<file path="src/rtl/adder_arbiter.sv">
// ============================================================================
// adder_arbiter
// ----------------------------------------------------------------------------
// Lets two requesters share a single 4-bit adder datapath.
//
// Operation:
//    - A request sampled in IDLE is arbitrated.
//    - The winner's operands are registered and the winner gets a one-cycle
//      grant pulse.
//    - The adder output is registered one cycle later.
//    - The result is then held on a valid/ready port until the consumer
//      accepts it.
//
// Optional feature macro:
//    ADDER_ARB_ROUND_ROBIN_EN - defined   : round-robin arbitration between
//                                           simultaneous requests
//                               undefined : fixed priority, req0 always wins
//
// Parameters:
//    CNT_W      width of the accepted-result counter op_count
//
// Ports:
//    clk        rising-edge clock
//    rst        asynchronous active-high reset
//    req0/1     request from requester 0/1 (held until its grant is seen)
//    a0/1,b0/1  4-bit operands of requester 0/1
//    gnt0/1     one-cycle grant pulse to requester 0/1
//    out_valid  result available
//    out_ready  consumer accepts the result
//    out_id     requester that owns the current result
//    out_sum    registered 4-bit sum
//    out_cout   registered carry-out
//    op_count   number of accepted results, wraps
// ============================================================================

// ----------------------------------------------------------------------------
// adder: the shared 4-bit combinational adder, no carry-in.
//    a, b  operands
//    sum   low four bits of a + b
//    cout  carry-out of a + b
// ----------------------------------------------------------------------------
module adder (
   input  logic [3:0] a,
   input  logic [3:0] b,
   output logic [3:0] sum,
   output logic       cout
);

   // Both operands are widened so the carry lands in bit 4.
   assign {cout, sum} = {1'b0, a} + {1'b0, b};

endmodule

module adder_arbiter #(
   parameter int CNT_W = 8
) (
   input  logic             clk,
   input  logic             rst,
   input  logic             req0,
   input  logic [3:0]       a0,
   input  logic [3:0]       b0,
   output logic             gnt0,
   input  logic             req1,
   input  logic [3:0]       a1,
   input  logic [3:0]       b1,
   output logic             gnt1,
   output logic             out_valid,
   input  logic             out_ready,
   output logic             out_id,
   output logic [3:0]       out_sum,
   output logic             out_cout,
   output logic [CNT_W-1:0] op_count
);

   typedef enum logic [1:0] {
      IDLE,
      CALC,
      HOLD
   } state_t;

   state_t     state_q;
   state_t     state_d;
   logic       take;
   logic       accept;
   logic       win;
   logic [3:0] opa;
   logic [3:0] opb;
   logic [3:0] add_sum;
   logic       add_cout;

   // The shared datapath always sees the registered operands of the current winner.
   adder u_adder (
      .a    (opa),
      .b    (opb),
      .sum  (add_sum),
      .cout (add_cout)
   );

`ifdef ADDER_ARB_ROUND_ROBIN_EN
   logic last_q;

   // On a tie, the requester that was not granted last wins.
   // A lone request simply wins.
   always_comb begin
      win = 1'b0;
      if (req0 && req1) begin
         win = ~last_q;
      end else begin
         win = req1;
      end
   end

   // Remembers the last grant.
   // Resetting it to 1 hands the first tie after reset to requester 0.
   always_ff @(posedge clk or posedge rst) begin
      if (rst) begin
         last_q <= 1'b1;
      end else if (take) begin
         last_q <= win;
      end
   end
`else
   // Fixed priority: requester 1 only wins when requester 0 is quiet.
   always_comb begin
      win = ~req0;
   end
`endif

   // State register.
   always_ff @(posedge clk or posedge rst) begin
      if (rst) begin
         state_q <= IDLE;
      end else begin
         state_q <= state_d;
      end
   end

   // Next-state logic.
   // Requests are only looked at in IDLE, so anything raised during CALC or
   // HOLD waits for the next IDLE edge.
   // accept can use HOLD alone because out_valid is always high there.
   always_comb begin
      state_d = state_q;
      take    = 1'b0;
      accept  = 1'b0;
      case (state_q)
         IDLE: begin
            if (req0 || req1) begin
               take    = 1'b1;
               state_d = CALC;
            end
         end
         CALC: begin
            state_d = HOLD;
         end
         HOLD: begin
            if (out_ready) begin
               accept  = 1'b1;
               state_d = IDLE;
            end
         end
         default: begin
            state_d = IDLE;
         end
      endcase
   end

   // Grant pulses.
   // Both grants derive from a single winner bit, so they can never be high
   // together.
   // Each grant lasts exactly the one cycle after the sampling edge.
   always_ff @(posedge clk or posedge rst) begin
      if (rst) begin
         gnt0 <= 1'b0;
         gnt1 <= 1'b0;
      end else begin
         gnt0 <= take & ~win;
         gnt1 <= take & win;
      end
   end

   // Operand capture and owner tag, loaded at the grant edge.
   always_ff @(posedge clk or posedge rst) begin
      if (rst) begin
         opa    <= 4'd0;
         opb    <= 4'd0;
         out_id <= 1'b0;
      end else if (take) begin
         opa    <= win ? a1 : a0;
         opb    <= win ? b1 : b0;
         out_id <= win;
      end
   end

   // Result register.
   // The result is loaded from the adder while in CALC.
   // It stays untouched until the next operation reaches CALC, which keeps
   // it stable under backpressure.
   always_ff @(posedge clk or posedge rst) begin
      if (rst) begin
         out_sum   <= 4'd0;
         out_cout  <= 1'b0;
         out_valid <= 1'b0;
      end else if (state_q == CALC) begin
         out_sum   <= add_sum;
         out_cout  <= add_cout;
         out_valid <= 1'b1;
      end else if (accept) begin
         out_valid <= 1'b0;
      end
   end

   // Accepted-result counter.
   // It wraps naturally at its width and is cleared by reset along with any
   // in-flight result.
   always_ff @(posedge clk or posedge rst) begin
      if (rst) begin
         op_count <= '0;
      end else if (accept) begin
         op_count <= op_count + CNT_W'(1);
      end
   end

endmodule

</file>
<file path="config.mk">
export PLATFORM = sky130hd
export DESIGN_NAME = adder_arbiter
export DESIGN_NICKNAME = d
export VERILOG_FILES = /design/src/rtl/adder_arbiter.sv
export SDC_FILE = /design/constraint.sdc
export NUM_CORES = 1
export LEC_CHECK = 0
export ABC_AREA = 1
export CAP_MARGIN = 20
export CORE_UTILIZATION = 42
export DETAILED_ROUTE_END_ITERATION = 8
export GPL_TIMING_DRIVEN = 0
export HOLD_SLACK_MARGIN = 0.1
export PLACE_DENSITY = 0.72
export SYNTH_ARGS = -nofsm -noshare
export SYNTH_HDL_FRONTEND = slang
export SYNTH_SLANG_ARGS = --single-unit
</file>
<file path="constraint.sdc">
create_clock -name clk -period 1.7 [get_ports clk]
set_clock_uncertainty 0.2 [all_clocks]
set_input_delay 0.34 -clock clk [delete_from_list [all_inputs] [get_ports clk]]
set_output_delay 0.34 -clock clk [all_outputs]
set_load 0.05 [all_outputs]
</file>
==> out/metrics.csv, run 1 <==
stage;metric;value;unit
routing;detail_route.wl_per_cell;11.4;um
routing;via_per_inst;4.71;
critical_path;crit_type;reg2out;
clock_tree;cts_root_buffer;clkbuf_4;
sta;final_hold_viol_count;0;
placement;portBuffers;37;
routing;vias;1084;
run;maxCapViolations;0;
floorplanning;core;0.00283;mm2
clock_tree;clk_pin_slew;0.15;ns
critical_path;cp_num_buf_inv;1;
floorplanning;die_y;57.6;um
finish;n_antenna_cell;0;
clock_tree;cts_tree;yes;
critical_path;r2r_cells;8;
finish;areaGrowthSynthToFinish;36.0;%
clock_tree;clk_path_buf_depth;2;
synthesis;synthDistinctLibCells;16;
finish;layout-drive-gt1-share;16.6;%
global_routing;antenna_found_initial;0;
floorplanning;die_x;57.6;um
sta;drv_slew;0;
synthesis;avgSynthCellArea;8.36;um2
synthesis;ys_seq_area_share;52.1;%
sta;setup_violations;0;
global_routing;grt_max_degree;28;
synthesis;synth_top_area_share;52.1;%
hold_path;hold_class;reg2reg;
floorplanning;io-pin-count;38;
placement;dp_hpwl;1980;um
critical_path;critPathArrivalTime;1.10;ns
power;p_per_area;1780;mW/mm2
routing;drt.antenna.violating_nets;0;
floorplanning;rows;19;
global_routing;grt_overflow;0;
power;p_leak;0.900;nW
synthesis;yosysTopAreaCell;dfrtp_1;
run_status;outcome;finished with violations;
routing;drt-total-wl;2610;um
sta;final.setup.tns;0;ns
sta;worst_pin_slew;0.448;ns
critical_path;path_max_fanout;3;
critical_path;cpLargestDelayFamily;flip-flops;
global_routing;gr-usage-all-layers;17.1;%
critical_path;crit_cells;1;
critical_path;crit_required;1.16;ns
routing;first_pass_iters;6;
hold_path;whs_path_depth;2;
sta;min_period_over_period;96.5;%
clock_tree;cts_made_buffers;3;
critical_path;slowest_stage;dfrtp_1;
floorplanning;dieArea;0.00331;mm2
global_routing;grt_pass1_wl;4370;um
finish;final_common_cell;nand2_1;
sta;relSlewSlack;70.1;%
synthesis;syn-num-nets;182;
synthesis;yosys_register_bits;27;
placement;gp_congestion;0.838;
floorplanning;start_util;45.8;%
routing;first_iter_violations;30;
power;max-vdd-ir-drop;0.00101;V
synthesis;synthesis.area;0.00130;mm2
critical_path;worstPathCellList;clkdlybuf4s15_2;
synthesis;synth.area.top_cells;dfrtp_1 (52%), nand2_1 (17%), inv_1 (6.4%);
finish;final_cell_mix;nand2_1 (59), dfrtp_1 (27), inv_1 (22), clkdlybuf4s50_1 (20), nand3_1 (16);
synthesis;synth_cells;155;
synthesis;yosysWarnings;0;
placement;dpl_cell_area;0.00171;mm2
finish;n_fill_cell;237;
sta;clock.fmax;0.610;GHz
global_routing;grt_pass1_vias;1030;
critical_path;max_stage_delay;0.40;ns
critical_path;crit_path_start_kind;register;
clock_tree;clock_latency;0.32;ns
clock_tree;cts_num_sinks;27;
sta;finalCriticalPeriod;1.64;ns
routing;drc_errors;2;
finish;final_nets;227;
critical_path;crit_path_end_kind;primary output;
sta;hold_slack;0.302;ns
run_status;violations;DRC;
finish;final_cell_area;0.00176;mm2
clock_tree;ctsHtreeMaxLevel;1;
-- worst paths after layout --
kind                                         start                      to  slack, ns
hold / removal              out_sum[3]$_DFFE_PP0P_  out_sum[3]$_DFFE_PP0P_       0.30
setup reg to reg                opa[0]$_DFFE_PP0P_    out_cout$_DFFE_PP0P_       0.12
min in group asynchronous                      rst          gnt0$_DFF_PP0_       0.55
max in group asynchronous                      rst      opb[3]$_DFFE_PP0P_       0.38
hold reg to reg             out_sum[3]$_DFFE_PP0P_  out_sum[3]$_DFFE_PP0P_       0.30
setup / recovery           op_count[7]$_DFFE_PP0P_             op_count[7]       0.06
-- sequential cells by signal, summed over array words and instances, names as in the netlist --
name,count
out_sum,4
op_count,8
out_id,1
state_q,2
opa,4
out_valid,1
gnt0,1
gnt1,1
out_cout,1
opb,4
-- cell usage after synthesis --
library cell	n
a21oi_1	2
dfrtp_1	27
fa_1	1
ha_1	5
inv_1	22
inv_2	1
nand2_1	59
nand3_1	16
nand3_2	1
nor2_1	8
nor2_2	3
nor2_4	2
o21ai_0	3
o21ai_2	1
xnor2_1	2
xor2_1	2
-- routing by layer --
layer  vias to the layer above  global-route usage (%)  share of wire (%)
li1                        562                       -                  -
met1                       483                    23.7                 47
met2                        37                    27.6                 46
met3                         2                    2.49                5.7
met4                         0                    5.57               0.50
met5                         -                       0                  0
-- repair_timing --
| item | CTS | global route |
|---|---|---|
| pin swaps | 0 | 1 |
| setup endpoints to repair | 17 | 6 |
| buffers inserted | 0 | 1 |
| gates resized for setup | 57 | 10 |
| hold endpoints to repair | 0 | 2 |
| hold buffers | 0 | 1 |
-- cells by family after synthesis --
group	Yosys count	share of synthesized area, %
simple gates	89	29.5
flops	27	52.1
buf+inv	23	6.66
compound gates	6	2.61
fa+ha+maj	6	6.37
xor+xnor	4	2.70
-- layout make-up --
cell class	instances	area, um2	area share (%)
flip-flops and latches	27	676	38.3
well taps	31	38.8	2.20
clock inverters	1	7.51	0.426
inverters	23	86.3	4.90
clock buffers	3	22.5	1.28
multi-input cells	105	539	30.6
repair buffers	40	393	22.3
-- where the power goes --
part           internal (mW)  switching [mW]
combinational          0.575            1.18
clock                 0.0898           0.190
sequential             0.912           0.201
total                   1.58            1.57
-- through the flow --
step                worst slack, ns  util [%]  power, mW  cells
floorplan                     0.102         -       2.35    155
global placement             -0.151      60.3       2.84    223
detailed placement           -0.162      60.3       2.91    223
CTS                         0.00184      61.6       3.15    227
global route               -0.00346      62.3       3.40    230
finish                       0.0595      62.3       3.14    230
-- tightest hold or removal path, delay by kind of cell, from the launching register on --
family	cells	cell delay [ns]
simple gates	2	0.10
flops	1	0.37
No activity file was read; power rests on OpenSTA's default activity.
==> inputs of run 2 (changes only) <==
--- a/config.mk
+++ b/config.mk
@@ -8,6 +8,7 @@
 export ABC_AREA = 1
 export CAP_MARGIN = 20
 export CORE_UTILIZATION = 42
+export CTS_BUF_LIST = sky130_fd_sc_hd__clkbuf_16
 export DETAILED_ROUTE_END_ITERATION = 8
 export GPL_TIMING_DRIVEN = 0
 export HOLD_SLACK_MARGIN = 0.1
==> out/metrics.csv, run 2 (synthesized netlist as in run 1, its figures left out) <==
stage;metric;value;unit;change
clock_tree;cts_root_buffer;clkbuf_16;;
floorplanning;start_util;45.8;%;unchanged
routing;drt-total-wl;2750;um;+5.0%
clock_tree;cts_num_sinks;27;;unchanged
run_status;violations;DRC;;
critical_path;cp_num_buf_inv;1;;unchanged
global_routing;grt_overflow;0;;unchanged
clock_tree;clk_pin_slew;0.06;ns;-0.09 ns
sta;hold_slack;0.279;ns;-0.0223 ns
clock_tree;clk_path_buf_depth;2;;unchanged
clock_tree;ctsHtreeMaxLevel;1;;unchanged
finish;areaGrowthSynthToFinish;42.1;%;
sta;finalCriticalPeriod;1.67;ns;+0.0275 ns
run;maxCapViolations;0;;unchanged
routing;vias;1101;;+1.6%
power;p_leak;0.936;nW;+4.0%
global_routing;grt_pass1_wl;4710;um;+7.9%
finish;layout-drive-gt1-share;13.0;%;-3.6 points
clock_tree;clock_latency;0.26;ns;-0.06 ns
routing;first_iter_violations;41;;+37%
sta;clock.fmax;0.600;GHz;-1.6%
critical_path;critPathArrivalTime;1.13;ns;+0.03 ns
sta;drv_slew;0;;unchanged
placement;portBuffers;37;;unchanged
sta;final_hold_viol_count;0;;unchanged
routing;via_per_inst;4.77;;+1.1%
floorplanning;die_x;57.6;um;unchanged
finish;final_nets;228;;+0.44%
floorplanning;rows;19;;unchanged
critical_path;crit_required;1.16;ns;about the same
critical_path;path_max_fanout;2;;-1
finish;n_antenna_cell;0;;unchanged
floorplanning;io-pin-count;38;;unchanged
floorplanning;dieArea;0.00331;mm2;unchanged
global_routing;gr-usage-all-layers;18.8;%;+1.7 points
routing;detail_route.wl_per_cell;11.9;um;+4.6%
finish;regMostFlops;op_count;;
floorplanning;core;0.00283;mm2;unchanged
critical_path;cpLargestDelayFamily;buffers and inverters;;
placement;dp_hpwl;1980;um;unchanged
routing;first_pass_iters;7;;+1
sta;worst_pin_slew;0.509;ns;+0.0607 ns
finish;final_common_cell;nand2_1;;
global_routing;antenna_found_initial;0;;unchanged
floorplanning;die_y;57.6;um;unchanged
critical_path;crit_path_end_kind;primary output;;
hold_path;hold_class;reg2reg;;
critical_path;crit_type;reg2out;;
sta;min_period_over_period;98.1;%;+1.6 points
sta;rsz0062_at_grt;false;;
sta;final.setup.tns;0;ns;unchanged
global_routing;grt_pass1_vias;1034;;+0.39%
finish;final_cell_mix;nand2_1 (59), dfrtp_1 (27), inv_1 (22), clkdlybuf4s50_1 (20), nand3_1 (16);;
placement;preCtsSetupSlack;-0.162;ns;unchanged
sta;setup_violations;0;;unchanged
routing;drt.antenna.violating_nets;0;;unchanged
finish;largest_reg_flops;8;;unchanged
global_routing;grt_max_degree;28;;unchanged
clock_tree;cts_made_buffers;3;;unchanged
routing;drc_errors;2;;unchanged
clock_tree;cts_tree;yes;;
critical_path;crit_path_start_kind;register;;
power;power;3.47;mW;+10%
power;p_per_area;1880;mW/mm2;+5.5%
placement;gp_congestion;0.838;;unchanged
critical_path;r2r_slack;0.10;ns;-0.02 ns
finish;n_fill_cell;222;;-6.3%
sta;fin_ws;0.0320;ns;-0.0275 ns
critical_path;worstPathCellList;dlygate4sd2_1;;
run_status;outcome;finished with violations;;
sta;relSlewSlack;66.2;%;-3.9 points
critical_path;slowest_stage;dlygate4sd2_1;;
power;max-vdd-ir-drop;0.000821;V;-19%
critical_path;max_stage_delay;0.53;ns;+0.13 ns
-- run 2: cell types whose count changed in the layout (fill, tap and decap cells not counted) --
cell / change
dlygate4sd2_1: +2
clkbuf_16: +3
clkbuf_2: +2
clkdlybuf4s15_2: -3
buf_2: -7
buf_4: +1
clkbuf_4: -3
clkdlybuf4s15_1: +6
-- run 2: power by group --
| group | internal, mW | leakage, nW | switching [mW] |
|---|---|---|---|
| clock network | 0.320 | 0.0371 | 0.226 |
| logic | 0.599 | 0.578 | 1.20 |
| registers | 0.915 | 0.322 | 0.202 |
| total | 1.83 | 0.936 | 1.63 |
-- run 2: path summary, 6_finish.rpt --
path                                           to              startpoint  cells past startpoint
max in group asynchronous  out_sum[2]$_DFFE_PP0P_                     rst                      4
setup reg to reg             out_cout$_DFFE_PP0P_      opa[0]$_DFFE_PP0P_                      8
setup / recovery                       out_sum[3]  out_sum[3]$_DFFE_PP0P_                      1
hold reg to reg            out_sum[3]$_DFFE_PP0P_  out_sum[3]$_DFFE_PP0P_                      2
hold / removal             out_sum[3]$_DFFE_PP0P_  out_sum[3]$_DFFE_PP0P_                      2
min in group asynchronous      out_id$_DFFE_PP0P_                     rst                      3
-- run 2: cell type report --
class	instances	area, um2	area share [%]
flip-flops and latches	27	676	36.7
multi-input cells	105	539	29.3
repair buffers	41	419	22.8
inverters	23	86.3	4.69
clock buffers	3	75.1	4.08
well taps	31	38.8	2.11
clock inverters	1	7.51	0.408
-- run 2: what timing repair did --
item                                    4_1_cts  5_1_grt
setup buffers                                 0        2
endpoints found under the setup margin       17        9
pin swaps                                     0        0
hold buffers                                  0        1
gates resized for setup                      32       11
endpoints found under the hold margin         0        2
-- run 2: worst register-to-register path, delay by kind of cell (launching register included) --
family / cells / cell delay, ns
buf+inv: 2 / 0.12
flops: 1 / 0.35
compound gates: 1 / 0.14
fa+ha+maj: 2 / 0.54
simple gates: 3 / 0.17
-- run 2: routing by layer --
metal	wire, um	global-route usage (%)
met5	0	0
met4	46	8.01
met3	160	3.17
met2	1300	29.6
met1	1240	25.6
-- run 2: per-stage QoR --
step / utilization (%) / std cells / area (um2)
final: 65.1 / 231 / 1840
after global routing: 65.1 / 231 / 1840
after CTS: 63.1 / 227 / 1790
after detailed placement: 60.3 / 223 / 1710
after global placement: 60.3 / 223 / 1710
after floorplan: - / 155 / 1300
==> variant 1, RTL diff (config.mk and constraints of run 2) <==
The 3 states of `state_t` get a one-hot encoding in 3 bits.
--- a/src/rtl/adder_arbiter.sv
+++ b/src/rtl/adder_arbiter.sv
@@ -73,8 +73,8 @@
 );
 
-   typedef enum logic [1:0] {
-      IDLE,
-      CALC,
-      HOLD
+   typedef enum logic [2:0] {
+      IDLE = 3'b001,
+      CALC = 3'b010,
+      HOLD = 3'b100
    } state_t;
 
Behaviour: same outputs for any inputs over 10 cycles, from zero or initial values and one cycle with rst high; not proved beyond that.
==> variant 1 against run 2 <==
  * Global-route usage down 1.2 points
  * Critical path depth unchanged
  * Design area up 9.4%
  * Non-clock buffer count down 1
  * Final cell count up 15%
  * Wire length up 3.1%
  * Utilization down 1.2 points
  * Die area up 11%
  * Worst setup slack worse by 6.2 ps
  * Total power down 4.6%
  * Sequential cell count up 1
  * Area after synthesis up 12%
  * Hold slack worse by 180 ps
  * Largest cell class unchanged
  * Largest power group unchanged
  * Highest routed layer unchanged
==> variant 1: results (changes against run 2) <==
stage	metric	value	unit	change
yosys	synthXorXnorAreaFrac	0.0121		-0.0149
yosys	synth-compound-area-share	0.0510		+0.0250
global_route	grtUsageMet2	0.289		-0.00683
power_and_ir_drop	p_sw	1400	uW	-14%
cells_and_area	layout-drive-gt1-share	0.172		+0.0419
run_status	status	finished clean		
worst_hold_path	hp-class	in2async		
global_route	met3_usage	0.0362		+0.00450
global_route	grt_max_degree	29		+3.6%
critical_path	endpoint	out_valid		
critical_path	r2r_cells	7		-1
placement	dp_hpwl	2.14	mm	+7.7%
route	route.met2.wl	1.40	mm	+7.7%
route	met3_length	128	um	-20%
critical_path	r2r_end	out_cout$_DFFE_PP0N_		
global_route	grt_use_met1	0.217		-0.0392
power_and_ir_drop	cellLeakagePower	0.000993	uW	+6.1%
route	dr_total_vias	1259		+14%
placement	gp_congestion	0.774		-7.6%
global_route	grt_pass1_wl	4.68	mm	-0.72%
route	wl_per_cell	10.7	um	-10%
yosys	syn_inst	179		+15%
route	drt-initial-drc-count	34		-17%
yosys	synthAdderAreaFrac	0.0571		-0.00661
route	dr.pass1.iters	4		-3
power_and_ir_drop	max-vdd-ir-drop	703	uV	-14%
route	via_per_inst	4.75		-0.32%
critical_path	critical_path.startpoint	out_valid$_DFFE_PP0P_		
-- variant 1: power by group through the flow --
stage,Sequential (uW),Combinational [uW],Clock (uW)
finish,1070,1550,691
detailed placement,1080,1540,0
floorplan,1460,702,0
global placement,1070,1490,0
global route,1100,1690,722
CTS,1070,1520,701
-- variant 1: area by class of cell --
type / instances / area, sq um
Fill cell: 303 / 1140
Sequential cell: 28 / 702
Multi-Input combinational cell: 131 / 672
Timing Repair Buffer: 38 / 397
Clock buffer: 3 / 75.1
Inverter: 18 / 67.6
Tap cell: 44 / 55.1
Clock inverter: 1 / 30.0
Buffer: 2 / 16.3
-- variant 1: metrics by stage --
step | hold slack (ps) | setup TNS (ps) | setup slack, ps
6_report | 99.1 | 0 | 25.8
3_5_place_dp | 270 | -4110 | -124
5_1_grt | 123 | -28.7 | -28.7
3_3_place_gp | 254 | -2770 | -86.3
4_1_cts | 281 | 0 | 5.48
2_1_floorplan | 205 | 0 | 28.3
-- variant 1: worst min path at each step --
stage                     startpoint  cells past startpoint  slack (ps)                       to
2_1_floorplan                    rst                      1         200           gnt0$_DFF_PP0_
3_5_place_dp   out_valid$_DFFE_PP0P_                      2         270    out_valid$_DFFE_PP0P_
5_1_grt                          rst                      2         120  op_count[2]$_DFFE_PP0P_
6_report                         rst                      2         100  op_count[2]$_DFFE_PP0P_
4_1_cts        out_valid$_DFFE_PP0P_                      2         280    out_valid$_DFFE_PP0P_
3_3_place_gp   out_valid$_DFFE_PP0P_                      2         250    out_valid$_DFFE_PP0P_
-- variant 1: repair_timing --
action                     4_1_cts  5_1_grt
setup endpoints to repair       19       10
resized for setup               36        9
hold buffers                     0        0
pin swaps                        1        0
buffers inserted                 0        1
==> variant 2, RTL diff (settings of run 2) <==
Made on the original files. Build with the macro `ADDER_ARB_ROUND_ROBIN_EN` defined.
--- a/src/rtl/adder_arbiter.sv
+++ b/src/rtl/adder_arbiter.sv
@@ -40,4 +40,6 @@
 //    cout  carry-out of a + b
 // ----------------------------------------------------------------------------
+`define ADDER_ARB_ROUND_ROBIN_EN
+
 module adder (
    input  logic [3:0] a,
Behaviour: not the same (a bounded check fails within 10 cycles, from zero or initial values and one cycle with rst high).
==> variant 2 against run 2 <==
  * Total power is 2.0% lower
  * Sequential cell count grew 1
  * Die area rose by 7.7%
  * Sequential power increased by 4%
  * Area after synthesis grew 8.0%
  * Wire length increased by 5.0%
  * Worst setup slack worse by 16 ps
  * Critical path depth unchanged
  * Design area is 4.3% higher
==> variant 2: results (changes against run 2) <==
stage	metric	value	unit	change
run_status	status	finished clean		
route	ant_nets	0		unchanged
power_and_ir_drop	power_density	1770	mW/mm^2	-6.1%
critical_path	reg2reg_slack	140	ps	+40 ps
critical_path	r2r_cells	7		-1
yosys	synth.distinct_cells	23		+7
route	wl_per_cell	11.1	um	-6.7%
critical_path	critical_path.slowest_cell	clkdlybuf4s15_1		
worst_hold_path	hp-class	in2async		
critical_path	r2r_end	opb[1]$_DFFE_PP0P_		
global_route	grt_pass1_wl	4.95	mm	+5.1%
route	met3_length	108	um	-33%
placement	preCtsSetupSlack	-198	ps	-36.3 ps
power_and_ir_drop	cellLeakagePower	0.00101	uW	+7.5%
route	drt-met1-wl	1.34	mm	+8.2%
clock_network	numCtsBuffers	3		unchanged
yosys	synthXorXnorAreaFrac	0.0188		-0.00826
global_route	grt_use_met1	0.235		-0.0217
critical_path	critPathTopFamily	buffers and inverters		
global_route	grtUsageMet2	0.317		+0.0218
yosys	synth_area_leaders	dfrtp_1 48%, nand2_1 23%, ha_1 4.5%		
power_and_ir_drop	pwr-share-seq	0.341		+0.019
global_route	grt_use_total	0.183		-0.00438
route	wirelength	2.88	mm	+5.0%
yosys	ys_top_cells_by_count	85 x nand2_1, 27 x dfrtp_1, 15 x inv_1		
critical_path	r2r-start	last_q$_DFFE_PP1P_		
yosys	synthAdderAreaFrac	0.0590		-0.00473
yosys	syn_inst	174		+12%
power_and_ir_drop	p_int	1810	uW	-1.1%
route	dr_total_vias	1217		+11%
yosys	ys_seq_area_frac	0.501		-0.0199
power_and_ir_drop	max-vdd-ir-drop	708	uV	-14%
route	route.met2.wl	1.40	mm	+7.5%
sta	fin_crit_sh	0.991		+0.00942
critical_path	endpoint	out_id		
route	dr.pass1.iters	4		-3
sta	fin_hold_ws	87.0	ps	-192 ps
yosys	synth_mux_area_frac	0		unchanged
sta	worstMarginPinSlew	490	ps	-18.5 ps
placement	dp_hpwl	2.15	mm	+8.5%
cells_and_area	layout-drive-gt1-share	0.130		-0.000370
cells_and_area	nets	244		+7.0%
global_route	met3_usage	0.0216		-0.0101
placement	placed_cells	255		+14%
placement	gp_congestion	0.785		-6.2%
critical_path	critical_path.startpoint	out_id$_DFFE_PP0P_		
yosys	synth-compound-area-share	0.0179		-0.00819
power_and_ir_drop	p_comb	1710	uW	-5%
route	drt-initial-drc-count	45		+9.8%
global_route	grt_max_degree	29		+3.6%
cells_and_area	largest_reg_flops	8		unchanged
global_route	antenna_found_initial	0		unchanged
critical_path	critPathMaxStageDelay	510	ps	-20 ps
clock_network	cts.clk_slew.worst_paths	70	ps	
yosys	syn-num-nets	201		+10%
placement	dpl_cell_area	0.00183	sq mm	+7.0%
variant 2: what timing repair did:
action	CTS	global route
setup endpoints to repair	17	10
gates resized for setup	31	11
hold endpoints to repair	0	0
variant 2: through the flow:
stage / utilization / setup TNS [ps]
after floorplan: - / 0
after global placement: 0.588 / -5000
after detailed placement: 0.588 / -6230
after CTS: 0.613 / 0
after global routing: 0.619 / 0
final: 0.619 / 0
variant 2: kinds of logic after synthesis:
kind of cell,count (synthesis)
buffers and inverters,22
DFF,28
and+or+nand+nor,110
AOI/OAI and AO/OA,5
adders and majority gates,6
xor gates and xnor gates,3
variant 2: final cells by class:
class	count	area, sq um
Inverter	20	75.1
Clock inverter	1	3.75
Timing Repair Buffer	38	385
Fill cell	289	1180
Clock buffer	3	75.1
Tap cell	44	55.1
Multi-Input combinational cell	124	613
Sequential cell	28	702
Buffer	2	12.5
